**src/rtl/timer_pkg.sv**
```systemverilog
// timer_pkg: shared constants for the timer scheduler slice.
//   - FSM state encoding (IDLE/LOAD/COUNT/DONE)
//   - default counter width and requester count
//   - terminal count value derived from the counter width
package timer_pkg;

  localparam int unsigned TIMER_W    = 8;
  localparam int unsigned TIMER_NREQ = 4;

  localparam logic [1:0] ST_IDLE  = 2'd0;
  localparam logic [1:0] ST_LOAD  = 2'd1;
  localparam logic [1:0] ST_COUNT = 2'd2;
  localparam logic [1:0] ST_DONE  = 2'd3;

  // All-ones value of a w-bit counter (terminal count).
  function automatic logic [31:0] max_of(input int unsigned w);
    return (w >= 32) ? 32'hFFFF_FFFF : ((32'd1 << w) - 32'd1);
  endfunction

  localparam logic [TIMER_W-1:0] TIMER_MAX = TIMER_W'(max_of(TIMER_W));

endpackage

```
**src/rtl/timer_scheduler_if.sv**
```systemverilog
// timer_scheduler_if: requester-side bus of the timer scheduler.
//   req   : level request per requester
//   delay : flattened per-requester delay, requester i at [i*W +: W]
//   grant : one-hot counter owner
//   done  : one-cycle completion pulse to the owner
//   busy  : scheduler not idle
//   count : live counter value (debug)
// master = requester side, slave = scheduler side.
interface timer_scheduler_if import timer_pkg::*; #(
  parameter int unsigned NREQ = TIMER_NREQ,
  parameter int unsigned W    = TIMER_W
) ();

  logic [NREQ-1:0]   req;
  logic [NREQ*W-1:0] delay;
  logic [NREQ-1:0]   grant;
  logic [NREQ-1:0]   done;
  logic              busy;
  logic [W-1:0]      count;

  modport master (output req, delay, input grant, done, busy, count);
  modport slave  (input req, delay, output grant, done, busy, count);

endinterface

```
**src/rtl/timer_core.sv**
```systemverilog
// timer_core: W-bit synchronous up-counter with preset load and a registered
// terminal pulse on wrap from MAX to 0.
//   clk, reset     : clock, synchronous active-high reset
//   preset         : load preset_value (wins over inc)
//   preset_value   : value loaded on preset
//   inc            : increment enable
//   count          : counter value
//   tc             : one-cycle pulse in the cycle after a wrap edge
module timer_core import timer_pkg::*; #(
  parameter int unsigned W = TIMER_W
) (
  input  logic         clk,
  input  logic         reset,
  input  logic         preset,
  input  logic [W-1:0] preset_value,
  input  logic         inc,
  output logic [W-1:0] count,
  output logic         tc
);

  localparam logic [W-1:0] MAX = W'(max_of(W));

  // Counter and terminal pulse; preset has priority over increment.
  always_ff @(posedge clk) begin
    if (reset) begin
      count <= '0;
      tc    <= 1'b0;
    end else if (preset) begin
      count <= preset_value;
      tc    <= 1'b0;
    end else if (inc) begin
      count <= count + W'(1);
      tc    <= (count == MAX);
    end else begin
      tc    <= 1'b0;
    end
  end

endmodule

```
**src/rtl/timer_scheduler.sv**
```systemverilog
// timer_scheduler: shares one timer_core among NREQ one-shot delay requesters.
// A round-robin arbiter grants the counter, the FSM presets it with ~d, counts
// to the terminal value and pulses done to the owner.
//   clk, reset : clock, synchronous active-high reset
//   bus        : timer_scheduler_if slave (req/delay in, grant/done/busy/count out)
module timer_scheduler import timer_pkg::*; #(
  parameter int unsigned NREQ = TIMER_NREQ,
  parameter int unsigned W    = TIMER_W
) (
  input logic               clk,
  input logic               reset,
  timer_scheduler_if.slave  bus
);

  localparam int unsigned  IW  = (NREQ > 1) ? $clog2(NREQ) : 1;
  localparam logic [W-1:0] MAX = W'(max_of(W));

  logic [1:0]      state_q, state_d;
  logic [NREQ-1:0] grant_q, grant_d;
  logic [NREQ-1:0] done_q, done_d;
  logic            busy_q, busy_d;
  logic [IW-1:0]   last_q, last_d;
  logic [IW-1:0]   gidx_q, gidx_d;
  logic [W-1:0]    dly_q, dly_d;

  logic            preset_c;
  logic            inc_c;
  logic [W-1:0]    core_count;
  logic            core_tc;

  logic [W-1:0]    d_arr [NREQ];
  logic            pick_found;
  logic [IW-1:0]   pick_idx;
  logic [IW-1:0]   cand;

  // Unflatten the delay bus.
  for (genvar i = 0; i < NREQ; i++) begin : g_dly
    assign d_arr[i] = bus.delay[i*W +: W];
  end

  // Round-robin pick: first set req bit searching upward from last+1.
  always_comb begin
    pick_found = 1'b0;
    pick_idx   = last_q;
    cand       = '0;
    for (int unsigned k = 1; k <= NREQ; k++) begin
      cand = IW'((32'(last_q) + k) % NREQ);
      if (!pick_found && bus.req[cand]) begin
        pick_found = 1'b1;
        pick_idx   = cand;
      end
    end
  end

  // Next-state and datapath control.
  always_comb begin
    state_d  = state_q;
    grant_d  = grant_q;
    done_d   = '0;
    last_d   = last_q;
    gidx_d   = gidx_q;
    dly_d    = dly_q;
    preset_c = 1'b0;
    inc_c    = 1'b0;
    case (state_q)
      ST_IDLE: begin
        if (pick_found) begin
          grant_d = NREQ'(1) << pick_idx;
          gidx_d  = pick_idx;
          dly_d   = d_arr[pick_idx];
          state_d = ST_LOAD;
        end
      end
      ST_LOAD: begin
        if (!bus.req[gidx_q]) begin
          // Abort: counter left untouched, reloaded on next grant.
          grant_d = '0;
          last_d  = gidx_q;
          state_d = ST_IDLE;
        end else begin
          preset_c = 1'b1;
          state_d  = ST_COUNT;
        end
      end
      ST_COUNT: begin
        if (!bus.req[gidx_q]) begin
          grant_d = '0;
          last_d  = gidx_q;
          state_d = ST_IDLE;
        end else begin
          inc_c = 1'b1;
          if (core_count == MAX) begin
            done_d  = grant_q;
            state_d = ST_DONE;
          end
        end
      end
      ST_DONE: begin
        grant_d = '0;
        last_d  = gidx_q;
        state_d = ST_IDLE;
      end
      default: begin
        grant_d = '0;
        state_d = ST_IDLE;
      end
    endcase
    busy_d = (state_d != ST_IDLE);
  end

  // State and registered outputs.
  always_ff @(posedge clk) begin
    if (reset) begin
      state_q <= ST_IDLE;
      grant_q <= '0;
      done_q  <= '0;
      busy_q  <= 1'b0;
      last_q  <= IW'(NREQ - 1);
      gidx_q  <= '0;
      dly_q   <= '0;
    end else begin
      state_q <= state_d;
      grant_q <= grant_d;
      done_q  <= done_d;
      busy_q  <= busy_d;
      last_q  <= last_d;
      gidx_q  <= gidx_d;
      dly_q   <= dly_d;
    end
  end

  // Preset value MAX-d is the bitwise complement of d.
  timer_core #(.W(W)) u_core (
    .clk          (clk),
    .reset        (reset),
    .preset       (preset_c),
    .preset_value (~dly_q),
    .inc          (inc_c),
    .count        (core_count),
    .tc           (core_tc)
  );

  // The core's wrap pulse must line up with the DONE state.
  a_tc_in_done: assert property (@(posedge clk) disable iff (reset)
    (state_q == ST_DONE) |-> core_tc);

  assign bus.grant = grant_q;
  assign bus.done  = done_q;
  assign bus.busy  = busy_q;
  assign bus.count = core_count;

endmodule

```
**src/flat_wrapper.sv**
```systemverilog
// flat-port wrapper written by rule: the top's interface ports become plain ports
module timer_scheduler_flat import timer_pkg::*;
#(
  parameter int unsigned NREQ = TIMER_NREQ,
  parameter int unsigned W    = TIMER_W
)
  (clk, reset, bus_req, bus_delay, bus_grant, bus_done, bus_busy, bus_count);
  timer_scheduler_if #(.NREQ(NREQ), .W(W)) bus_i ();
  input logic clk;
  input logic reset;
  input wire logic [$bits(bus_i.req)-1:0] bus_req;
  input wire logic [$bits(bus_i.delay)-1:0] bus_delay;
  output wire logic [$bits(bus_i.grant)-1:0] bus_grant;
  output wire logic [$bits(bus_i.done)-1:0] bus_done;
  output wire logic [$bits(bus_i.busy)-1:0] bus_busy;
  output wire logic [$bits(bus_i.count)-1:0] bus_count;
  assign bus_i.req = bus_req;
  assign bus_i.delay = bus_delay;
  assign bus_grant = bus_i.grant;
  assign bus_done = bus_i.done;
  assign bus_busy = bus_i.busy;
  assign bus_count = bus_i.count;
  timer_scheduler #(.NREQ(NREQ), .W(W)) u_core (.clk(clk), .reset(reset), .bus(bus_i));
endmodule
```
**config.mk**
```make
export PLATFORM = sky130hd
export DESIGN_NAME = timer_scheduler_flat
export DESIGN_NICKNAME = d
export VERILOG_FILES = /design/src/rtl/timer_pkg.sv /design/src/rtl/timer_scheduler_if.sv /design/src/rtl/timer_core.sv /design/src/rtl/timer_scheduler.sv /design/src/flat_wrapper.sv
export SDC_FILE = /design/constraint.sdc
export NUM_CORES = 1
export LEC_CHECK = 0
export CAP_MARGIN = 20
export CORE_MARGIN = 10
export CORE_UTILIZATION = 40
export DETAILED_ROUTE_END_ITERATION = 10
export DONT_BUFFER_PORTS = 1
export GPL_TIMING_DRIVEN = 0
export PLACE_DENSITY_LB_ADDON = 0.05
export SKIP_CTS_REPAIR_TIMING = 1
export SLEW_MARGIN = 20
export SYNTH_ARGS = -nofsm -noshare
export SYNTH_HDL_FRONTEND = slang
export SYNTH_SLANG_ARGS = --single-unit
```
**constraint.sdc**
```tcl
create_clock -name clk -period 2.1 [get_ports clk]
set_input_delay 0.63 -clock clk [delete_from_list [all_inputs] [get_ports clk]]
set_output_delay 0.63 -clock clk [all_outputs]
set_load 0.05 [all_outputs]
```
-- Word-level counts from Yosys, hierarchy flattened
Index checks and enable logic that the tools add are counted.
- bits in registers: 31
- input port bits: 38
- output and inout port bits: 17
- word-level logic and storage cells: 82
- add/subtract/negate cells: 5
- $lt $le $gt $ge: 6
- equality and inequality tests: 6
- shift-type cells: 1
- mux-type cells: 36
- bitwise operators: 5
- reduce and logical (&&, ||, !) cells: 15
- operators by type and width (operator ; count):
    $mux W8 ; 4
    $mux W2 ; 9
    $bmux W8 S2 ; 1
    $lt A2 B3 Y1 const B ; 5
    $mux W1 ; 12
    $pmux W4 S3 ; 1
    $bmux W1 S2 ; 5
    $add A8 B1 Y8 const B ; 1
    $eq A8 B8 Y1 const B ; 1
    $mux W4 ; 2
    $not A8 Y8 ; 1
    $pmux W2 S4 ; 1
    $reduce_and A2 Y1 ; 3
    $reduce_bool A2 Y1 ; 3
    $add A2 B1 Y2 const B ; 2
    $add A2 B2 Y2 const B ; 2
    $eq A2 B2 Y1 const B ; 2
    $pmux W2 S2 ; 1
    $reduce_or A4 Y1 ; 1
    $shl A1 B2 Y4 const A ; 1
    $ge A3 B3 Y1 const B ; 1
    $logic_and A1 B1 Y1 ; 3
    $logic_not A1 Y1 ; 3
    $not A1 Y1 ; 3
    other kinds (6) ; 6

-- Depth between registers and ports, before layout
- depth in word-level cells: 17
- depth in mapped cells: 8
- gate-level depth less buffers: 7

-- Modules after synthesis
A second synthesis with hierarchy kept.
- cells, all modules: 195
- area, all modules: 1750.4 um2
- by module, submodules not included (module ; instances ; cells an instance ; area each (um2) ; seq. area each (um2)):
    timer_scheduler ; 1 ; 143 ; 1302.5 ; 460.4
    timer_core ; 1 ; 52 ; 447.9 ; 180.2

-- Least setup slack after synthesis
OpenSTA, ideal clock, no wires.
- path kind: input -> register
- start point: in bus_req[3]
- end point: reg u_core.busy_q (netlist: u_core.bus.busy)
- setup time: 129 ps
- data arrival time: 1719 ps
- required time: 1971 ps
- path slack: 252 ps
- stages: 7
- path buffers: 2
- path through: mux4_2 -> buf_6 -> buf_2 -> a21oi_1 -> nor2_1 -> o21ai_2 -> o31ai_1
- cells in the longest elaborated chain, start to end: 15
- elaborated cells between the ends (all ways): 25
- those cells by class: mux (18); reduce/logical (7)
- RTL lines (element ; line ; source):
    start, declared ; flat_wrapper.sv:11 ; input wire logic [$bits(bus_i.req)-1:0] bus_req;
    $bmux W1 S2 ; timer_scheduler.sv:48 ; if (!pick_found && bus.req[cand]) begin
    $mux W1 (implied by the code) ; timer_scheduler.sv:48 ;
    $mux W1 ; timer_scheduler.sv:48 ;
    $logic_not A1 Y1 ; timer_scheduler.sv:48 ;
    $logic_and A1 B1 Y1 ; timer_scheduler.sv:48 ;
    $mux W1 ; timer_scheduler.sv:48 ;
    $logic_not A1 Y1 ; timer_scheduler.sv:48 ;
    $logic_and A1 B1 Y1 ; timer_scheduler.sv:48 ;
    $mux W1 ; timer_scheduler.sv:48 ;
    $logic_not A1 Y1 ; timer_scheduler.sv:48 ;
    $logic_and A1 B1 Y1 ; timer_scheduler.sv:48 ;
    $mux W1 ; timer_scheduler.sv:48 ;
    $mux W2 ; timer_scheduler.sv:67 ; if (pick_found) begin
    $pmux W2 S4 * ; timer_scheduler.sv:65 ; case (state_q)
    $reduce_bool A2 Y1 * ; timer_scheduler.sv:108 ; busy_d = (state_d != ST_IDLE);
    end signal, assigned ; timer_scheduler.sv:125 ; busy_q <= busy_d;
    end, declared ; timer_scheduler.sv:21 ; logic busy_q, busy_d;
Every way passes the cells marked *; elsewhere a longest branch is shown, timed or not. The select of a mux whose other input is x is not followed.
A chain may end at the register's enable or synchronous reset.

-- Worst setup path in the final report
- start point: reg u_core.u_core.count[4]
- end point: reg u_core.done_q[1] (netlist: u_core.bus.done[1])
- cells in the longest elaborated chain, start to end: 3
- RTL lines (element ; line ; source):
    start, declared ; timer_core.sv:17 ; output logic [W-1:0] count,
    start signal, assigned ; timer_core.sv:29 ; count <= preset_value;
    start signal, assigned ; timer_core.sv:32 ; count <= count + W'(1);
    $eq A8 B8 Y1 ; timer_scheduler.sv:92 ; if (core_count == MAX) begin
    $not A1 Y1 (no source line) ; -- ;
    $reduce_or A4 Y1 (no source line) ; -- ;
    end signal, assigned ; timer_scheduler.sv:124 ; done_q <= done_d;
    end, declared ; timer_scheduler.sv:20 ; logic [NREQ-1:0] done_q, done_d;
No other way between the ends.

==> impl_metrics.csv <==
group,metric,value,unit
cells_and_area,syn_to_final_growth,8.85,%
sta,rsz0062_at_grt,"false",
setup_path,cp_data_arrival_time,2.13,ns
placement,place_area,0.00182,mm2
global_route,grt_max_degree,11,
synthesis,synth_top_area_frac,0.354,
routing,drt_first_pass_iters,4,
global_route,grt_pass1_wl,7.38,mm
routing,vias,1461,
setup_path,reg2reg_slack,0.19,ns
synthesis,synthMuxAreaShare,0.110,
clock_tree,clk_latency,0.28,ns
cells_and_area,nets,244,
power,p_leak,0.000738,uW
synthesis,synth_cell_types,47,
synthesis,synth-seq-cells,31,
routing,drtIter0Drc,53,
global_route,grt_overflow,0,
clock_tree,path_clk_slew,0.06,ns
floorplan,dieArea,0.00743,mm2
floorplan,die_x,86.2,um
synthesis,seq_area_frac_synth,0.354,
sta,fin_skew,0.00436,ns
placement,numPortBuffers,0,
routing,drc,0,
synthesis,synth_top_area_cell,"dfxtp_1",
global_route,track_usage,0.122,
worst_hold_path,hold_class,"flop to flop",
synthesis,synth_nets,237,
synthesis,syn_inst,194,
synthesis,synth-xor-area-share,0.0200,
synthesis,synth_area,0.00175,mm2
floorplan,fp-row-count,24,
global_route,antenna_found_initial,0,
synthesis,synth.most_common_cell,"dfxtp_1",
synthesis,synth_adder_area_share,0.0357,
synthesis,synth_compound_area_frac,0.231,
clock_tree,clock_path_buffers,2,
routing,vias_per_cell,5.77,
floorplan,start_util,0.408,
cells_and_area,multi_input_area,0.00105,mm2
sta,post-route-period-util,0.912,
synthesis,synth_edf_count,0,
sta,hold_viol_final,0,
power,power,1730,uW
status,outcome,"completed",
clock_tree,cts_root_buffer,"clkbuf_8",
clock_tree,cts_sinks,31,
clock_tree,cts_tree,"done",
sta,worst_pin_slew,0.737,ns
sta,max_slew_margin,0.508,
synthesis,ys.flop_type,"dfxtp_1",
cells_and_area,antenna_cells,0,
clock_tree,htree_levels,2,
sta,final-max-slew-violation-count,0,
setup_path,required,2.32,ns
synthesis,synth_area_per_cell,9.04,um2
sta,setup_viol,0,
global_route,grt_pass1_vias,1488,
placement,place_hpwl,3.55,mm
cells_and_area,drive_gt1_frac,0.114,
floorplan,core_area,0.00429,mm2
setup_path,cp_max_fo,7,
synthesis,async_flop_share,0,
synthesis,synth_common_cells,"dfxtp_1, mux2i_1, nor2_1, nand2_1, a21oi_1",
placement,routabilityCongestion,0.835,
cells_and_area,final_area,0.00191,mm2
power,power.density,909,mW/mm2
setup_path,crit_type,"flop to flop",
power,peakVddDrop,0.000431,V
floorplan,io_pins,55,
setup_path,worstSetupStartpointType,"flop",
sta,fin_crit,1.91,ns
cells_and_area,regArea,623,um2
synthesis,yosys.area_share.simple,0.202,
sta,tns,0,ns
synthesis,synthTopCellsByArea,"dfxtp_1, mux2i_1, o221ai_1",
routing,drt_wl_total,4.58,mm
setup_path,end_kind,"flop",
cells_and_area,num-fill-cells,424,
clock_tree,cts_buffers,5,
floorplan,fp.dieH,86.2,um
sta,fmax,522,MHz
flow_run,max_cap_violations,0,
routing,wire_per_inst,18.1,um
synthesis,yosys_warnings,0,
synthesis,synth_top_family_by_area,"compound AO/OA/AOI/OAI gates",
routing,ant_nets,0,
==> worst paths after layout <==
check | cells after the start | start | endpoint
worst max register to register | 6 | u_core.u_core.count[4]$_SDFFE_PP0P_ | u_core.bus.done[1]$_SDFF_PP0_
worst min register to register | 1 | u_core.dly_q[6]$_SDFFE_PP0P_ | u_core.u_core.count[6]$_SDFFE_PP0P_
worst min-delay path | 1 | u_core.dly_q[6]$_SDFFE_PP0P_ | u_core.u_core.count[6]$_SDFFE_PP0P_
worst max-delay path | 6 | u_core.u_core.count[4]$_SDFFE_PP0P_ | u_core.bus.done[1]$_SDFF_PP0_
==> where the power goes <==
group	leakage [uW]	total, uW	internal [uW]	switching (uW)
sequential	0.000255	853	665	188
combinational	0.000435	410	191	219
clock	0.0000470	470	257	214
==> registers in the layout, summed over array words and instances (netlist names) <==
signal / cells
u_core.bus.busy: 1
u_core.bus.done: 4
u_core.bus.grant: 4
u_core.dly_q: 8
u_core.gidx_q: 2
u_core.last_q: 2
u_core.state_q: 2
u_core.u_core.count: 8
==> cells in the final DEF, fill, tap and decap left out, types with 3 or more instances in the layout <==
cell	instances
and2_1	4
nand3b_1	8
a211oi_1	5
o221ai_1	8
nor2b_1	4
inv_1	5
a31oi_1	3
mux2i_1	17
nor2_1	16
clkbuf_1	3
a21oi_1	9
o21ai_0	7
and3_1	4
nor3_1	3
nand3_1	6
nand2_1	14
dfxtp_1	29
clkbuf_8	6
nand2b_1	3
xnor2_1	3
ha_1	5
==> worst max-delay path: stages (launching register included) <==
cell      delay [ns]
dfxtp_1         0.66
and3_1          0.23
clkbuf_2        0.19
and3_1          0.17
nand3_1         0.08
nor3_1          0.34
and2_1          0.18
==> routing by layer <==
metal  wire length, um  share of wire  global-route usage  vias to the layer above
met5                 0              0                   0                        -
met4                29         0.0063              0.0412                        0
met3               430          0.094              0.0600                        4
met2              1970           0.43               0.181                       52
met1              2160           0.47               0.149                      673
li1                  -              -                   -                      732
==> per-stage QoR <==
stage | cells | util | setup slack (ns) | hold WS [ns]
floorplan | 194 | - | 0.252 | 0.413
global placement | 246 | 0.423 | 0.0547 | 0.445
detailed placement | 246 | 0.423 | 0.0561 | 0.453
CTS | 253 | 0.444 | 0.0385 | 0.463
global route | 253 | 0.444 | 0.0293 | 0.488
finish | 253 | 0.444 | 0.185 | 0.461
==> kinds of logic (layout without fill, tap and decap cells) <==
family	Yosys count	count (layout)
flip-flops	31	31
multiplexers	18	18
AND/OR/NAND/NOR	67	67
adder cells (fa/ha/maj)	5	5
XOR/XNOR	4	4
buffers and inverters	16	23
AO/OA/AOI/OAI	53	53
==> cell type report <==
cell class / count / share of cell area
plain buffers: 11 / 0.0334
clock buffers: 6 / 0.0433
clock inverters: 1 / 0.00262
inverters: 5 / 0.00984
multi-input cells: 147 / 0.550
flip-flops and latches: 31 / 0.327
well taps: 52 / 0.0341
No activity file was read; power rests on OpenSTA's default activity.
